[src/rtl/fp16_pkg.sv]
// Shared binary16 format constants, the unpacking struct and classification helpers.
package fp16_pkg;

    localparam int FP16_EXP_W   = 5;
    localparam int FP16_FRAC_W  = 10;
    localparam int FP16_BIAS    = 15;
    localparam int FP16_EXP_MAX = 31;
    localparam logic [15:0] FP16_QNAN = 16'h7E00;

    typedef struct packed {
        logic                   sign;
        logic [FP16_EXP_W-1:0]  exp;
        logic [FP16_FRAC_W-1:0] frac;
    } fp16_t;

    function automatic logic fp16_is_nan(input fp16_t v);
        return (v.exp == FP16_EXP_W'(FP16_EXP_MAX)) && (v.frac != '0);
    endfunction

    function automatic logic fp16_is_inf(input fp16_t v);
        return (v.exp == FP16_EXP_W'(FP16_EXP_MAX)) && (v.frac == '0);
    endfunction

    // Subnormal inputs are flushed, so any zero exponent counts as zero.
    function automatic logic fp16_is_zero(input fp16_t v);
        return v.exp == '0;
    endfunction

endpackage

[src/rtl/fp16_round_norm.sv]
// Combinational normalize, round-to-nearest-even and overflow/underflow packing
// of a 22-bit significand product.
module fp16_round_norm
    import fp16_pkg::*;
(
    input  logic [21:0]       prod,
    input  logic signed [7:0] exp_in,
    input  logic              sign,
    output logic [15:0]       result
);

    function automatic logic round_up(input logic lsb, input logic g, input logic r, input logic s);
        return g & (r | s | lsb);
    endfunction

    // Exponent is checked after rounding so a carry into 31 still saturates.
    function automatic logic [15:0] pack_sat(input logic sgn, input logic signed [7:0] e,
                                             input logic [9:0] frac);
        if (e >= 8'sd31)
            return {sgn, 5'h1F, 10'h000};
        else if (e <= 8'sd0)
            return {sgn, 15'h0000};
        else
            return {sgn, e[4:0], frac};
    endfunction

    logic [10:0]       sig;
    logic              guard_b;
    logic              round_b;
    logic              sticky_b;
    logic signed [7:0] e_norm;
    logic [11:0]       sig_rnd;
    logic [9:0]        frac_rnd;
    logic signed [7:0] e_rnd;

    always_comb begin
        if (prod[21]) begin
            sig      = prod[21:11];
            guard_b  = prod[10];
            round_b  = prod[9];
            sticky_b = |prod[8:0];
            e_norm   = exp_in + 8'sd1;
        end else begin
            sig      = prod[20:10];
            guard_b  = prod[9];
            round_b  = prod[8];
            sticky_b = |prod[7:0];
            e_norm   = exp_in;
        end

        sig_rnd = {1'b0, sig} + {11'b0, round_up(sig[0], guard_b, round_b, sticky_b)};

        if (sig_rnd[11]) begin
            frac_rnd = sig_rnd[10:1];
            e_rnd    = e_norm + 8'sd1;
        end else begin
            frac_rnd = sig_rnd[9:0];
            e_rnd    = e_norm;
        end

        result = pack_sat(sign, e_rnd, frac_rnd);
    end

endmodule

[src/rtl/fp16_multiply.sv]
// Binary16 multiplier: unpack, special-case selection, 11x11 significand multiply
// and a single registered output stage with a ready pulse.
module fp16_multiply
    import fp16_pkg::*;
(
    input  logic        clk,
    input  logic        rst,
    input  logic [15:0] in_A,
    input  logic [15:0] in_B,
    input  logic        in_En,
    output logic [15:0] out_Out,
    output logic        out_Ready,
    output logic [10:0] fractionWire
);

    localparam logic signed [7:0] BIAS_S = 8'(FP16_BIAS);

    fp16_t             a_p0;
    fp16_t             b_p0;
    logic              sign_p0;
    logic [21:0]       prod_p0;
    logic signed [7:0] exp_p0;
    logic [15:0]       norm_p0;
    logic [15:0]       result_p0;
    logic [10:0]       frac_dbg_p0;

    logic [15:0]       result_p1;
    logic [10:0]       frac_dbg_p1;
    logic              vld_p1;

    assign a_p0    = in_A;
    assign b_p0    = in_B;
    assign sign_p0 = a_p0.sign ^ b_p0.sign;
    assign prod_p0 = {11'b0, 1'b1, a_p0.frac} * {11'b0, 1'b1, b_p0.frac};
    assign exp_p0  = $signed({3'b000, a_p0.exp}) + $signed({3'b000, b_p0.exp}) - BIAS_S;

    fp16_round_norm u_round_norm (
        .prod   (prod_p0),
        .exp_in (exp_p0),
        .sign   (sign_p0),
        .result (norm_p0)
    );

    always_comb begin
        result_p0 = norm_p0;
        if (fp16_is_nan(a_p0) || fp16_is_nan(b_p0))
            result_p0 = FP16_QNAN;
        else if ((fp16_is_inf(a_p0) && fp16_is_zero(b_p0)) ||
                 (fp16_is_inf(b_p0) && fp16_is_zero(a_p0)))
            result_p0 = FP16_QNAN;
        else if (fp16_is_inf(a_p0) || fp16_is_inf(b_p0))
            result_p0 = {sign_p0, 5'h1F, 10'h000};
        else if (fp16_is_zero(a_p0) || fp16_is_zero(b_p0))
            result_p0 = {sign_p0, 15'h0000};
    end

    // Debug significand is only meaningful for normal results.
    always_comb begin
        frac_dbg_p0 = {1'b1, result_p0[9:0]};
        if (result_p0[14:10] == 5'h00 || result_p0[14:10] == 5'h1F)
            frac_dbg_p0 = 11'h000;
    end

    // Stage p0 -> p1: output register
    always_ff @(posedge clk or posedge rst) begin
        if (rst) begin
            result_p1   <= '0;
            frac_dbg_p1 <= '0;
            vld_p1      <= 1'b0;
        end else begin
            vld_p1 <= in_En;
            if (in_En) begin
                result_p1   <= result_p0;
                frac_dbg_p1 <= frac_dbg_p0;
            end
        end
    end

    assign out_Out      = result_p1;
    assign out_Ready    = vld_p1;
    assign fractionWire = frac_dbg_p1;

endmodule

[config.mk]
export PLATFORM = sky130hd
export DESIGN_NAME = fp16_multiply
export DESIGN_NICKNAME = d
export VERILOG_FILES = /design/src/rtl/fp16_pkg.sv /design/src/rtl/fp16_round_norm.sv /design/src/rtl/fp16_multiply.sv
export SDC_FILE = /design/constraint.sdc
export NUM_CORES = 1
export LEC_CHECK = 0
export BUFFER_PORTS_ARGS = -buffer_cell sky130_fd_sc_hd__buf_4
export CELL_PAD_IN_SITES_DETAIL_PLACEMENT = 1
export CELL_PAD_IN_SITES_GLOBAL_PLACEMENT = 1
export CORE_AREA = 4 4 237 123
export DETAILED_ROUTE_END_ITERATION = 12
export DIE_AREA = 0 0 241 127
export PLACE_DENSITY = 0.58
export SETUP_SLACK_MARGIN = 0.02
export SLEW_MARGIN = 20
export SYNTH_ARGS = -nofsm -noshare
export SYNTH_HDL_FRONTEND = slang
export SYNTH_SLANG_ARGS = --single-unit
[constraint.sdc]
create_clock -name clk -period 0.9 [get_ports clk]
set_clock_uncertainty 0.15 [all_clocks]
set_input_delay 0.045 -clock clk [delete_from_list [all_inputs] [get_ports clk]]
set_output_delay 0.045 -clock clk [all_outputs]
set_load 0.02 [all_outputs]
==> results.cfg <==
[synth]
synth_area_um2 = 6730
yosysSeqAreaShare_pct = 10.4
synthFlopType = dfrtp_1
ys_seq_elements = 28
synth_cell_types = 78
synth_nets = 983
syn_avg_cell_area_um2 = 8.45
synth-edff-count = 0
ys_warn_count = 0
ys_async_sr_fraction_pct = 100
syn_inst = 796

[final_layout]
drive_gt1_share_pct = 40.4
finalNetCount = 1264
syn2layout_area_growth_pct = 54.1
diodes = 0
multi_input_area_um2 = 5880
fin_cells = 1435
final_cell_mix = buf_4 (240), inv_1 (139), fa_1 (80)
layout_commonest_cell = buf_4
fillers = 3231
final-seq-area_um2 = 701

[floorplanning]
die_area_um2 = 30600
core-area_um2 = 27200
start_util_pct = 24.7
die_h_um = 127
num_rows = 43
ios = 63
die_w_um = 241

[worst_setup_path]
cp-start-kind = input port
timing.critical_path.cells = buf_12 > clkinvlp_4 > fa_1 > inv_2 > fa_1 > fa_1 > fa_1 > inv_2 > fa_1 > inv_2 > ha_4 > a21o_1 > a31o_4 > a21bo_1 > o2111a_1 > a211oi_4 > o311ai_4 > a2111oi_4 > or3b_4 > a2111oi_4 > o32a_4 > nand3_4 > o32ai_2
crit_cells = 23
crit_family = adder cells
path_buf_inv = 5
critPathRequiredTime_ns = 0.92
critPathMaxStageDelay_ns = 0.61
critPathArrivalTime_ns = 6.39
ff2ff_path_depth = 2
worstPathMaxFanout = 7
setup.worst_path.end_class = flip-flop
critical_path_class = in -> reg
crit_slowest_cell = fa_1
crit_top_cell = fa_1

[timing]
fin_crit_sh_pct = 707
slew_violations = 0
setup_viol = 55
whs_ns = -0.0759
relSlewSlack_pct = 58.7
setup_slack_ns = -5.47
max_freq_mhz = 157
hold_viol = 1
rsz0062_at_grt = true
tightest_slew_ns = 0.613
fin_crit_ns = 6.37

[grt]
overflow = 0
first_global_vias = 6998
gr-usage-met1_pct = 24.5
grt-busiest-layer = met1
use_met3_pct = 2.52
use_met2_pct = 21.9
grt_max_degree = 31
antenna_found_initial = 0
grt_usage_pct = 15.1
grt_pass1_wl_um = 37500

[clocking]
clk_pin_slew_ns = 0.06
cts_hold_buf = 1
cts_tree = done
cts_inserted_buffers = 3
clock_path_buffers = 2
htreeDepth = 1
clock_sinks = 28
cts_root_buf = clkbuf_16
clock_latency_ns = 0.27

[placed_design]
port-buffer-count = 62
pre_cts_ws_ns = -5.97
dp_hpwl_um = 19100
place_inst = 1385
gp_congestion = 0.854

[route]
postRouteAntennaNets = 0
drt-initial-drc-count = 222
drt_wl_total_um = 22900
vias_per_cell = 4.52
drc = 0
wl_per_cell_um = 16.0
drtPass1Iterations = 4
detailroute.via_count = 6483

[status]
failed_checks = negative hold slack, negative setup slack
outcome = finished, violations left

[min_path]
whs_path_depth = 4
min_path_type = in -> reg

[flow_run]
cap_viol_max_count = 0
[timing repair]
| action | CTS | global route |
|---|---|---|
| gates cloned | 1 | 0 |
| pin swaps | 36 | 17 |
| setup buffers | 32 | 13 |
| endpoints found under the hold margin | 29 | 1 |
| resized for setup | 143 | 30 |
| setup endpoints to repair | 55 | 55 |
[metal layers]
layer  vias up  wire length (um)
li1       3178                 -
met2        84              9450
met5         -                 0
met4         0                68
met3         8               942
met1      3213             12500
[worst register-to-register path: cells and delay by family, from the launching register on]
kind	cells	cell delay, ns
flip-flops	1	0.40
AO/OA/AOI/OAI	1	0.25
buffers and inverters	1	0.14
[per-stage QoR]
stage / TNS [ns] / cell area [um2] / utilization (%)
global placement: -151.32 / 9110 / 33.5
finish: -144.58 / 10400 / 38.1
detailed placement: -154.08 / 9110 / 33.5
global route: -151.22 / 10400 / 38.1
CTS: -142.90 / 10100 / 37.1
floorplan: -147.40 / 6870 / -
[cell usage after synthesis, types with 19 or more instances]
master	count	area share [%]
clkbuf_1	24	1.3
nand3_1	19	1.4
dfrtp_1	28	10
o21ai_0	19	1.4
inv_1	151	8.4
xnor2_1	24	3.1
and2_1	43	4.0
ha_1	71	13
nand2_1	84	4.7
nor2_1	37	2.1
fa_1	81	24
a21oi_1	32	2.4
[flip-flops by register name (all words and copies together), names as in the netlist]
| name | count |
|---|---|
| out_Out | 16 |
| fractionWire | 11 |
| out_Ready | 1 |
[cell type report]
cell class              count  area share, %
clock buffers               3          0.724
inverters                 151           5.58
multi-input cells         584           56.7
flip-flops and latches     28           6.76
well taps                 360           4.35
repair buffers            309           25.9
[logic make-up (layout without fill, tap and decap cells)]
logic type,Yosys count,count (layout),synth area share (%)
buffers and inverters,185,463,11.1
muxes,6,6,0.948
xor gates and xnor gates,43,43,5.71
and+or+nand+nor,240,241,18.2
DFF,28,28,10.4
adders and majority gates,152,152,37.3
AOI/OAI and AO/OA,142,142,16.3
[final timing paths]
path | to | start | slack [ns]
max | out_Out[7] | in_B[2] | -5.47
min | out_Out[15] | in_A[15] | -0.08
min reg2reg | fractionWire[5] | fractionWire[5] | 0.41
max reg2reg | out_Out[14] | out_Out[14] | -0.15
min in group asynchronous | out_Out[3] | rst | 0.23
max in group asynchronous | out_Out[15] | rst | 0.21
Power is left out: the tool's default activity adds up to more than one toggle a clock period on the data nets, which glitch-free logic cannot reach.
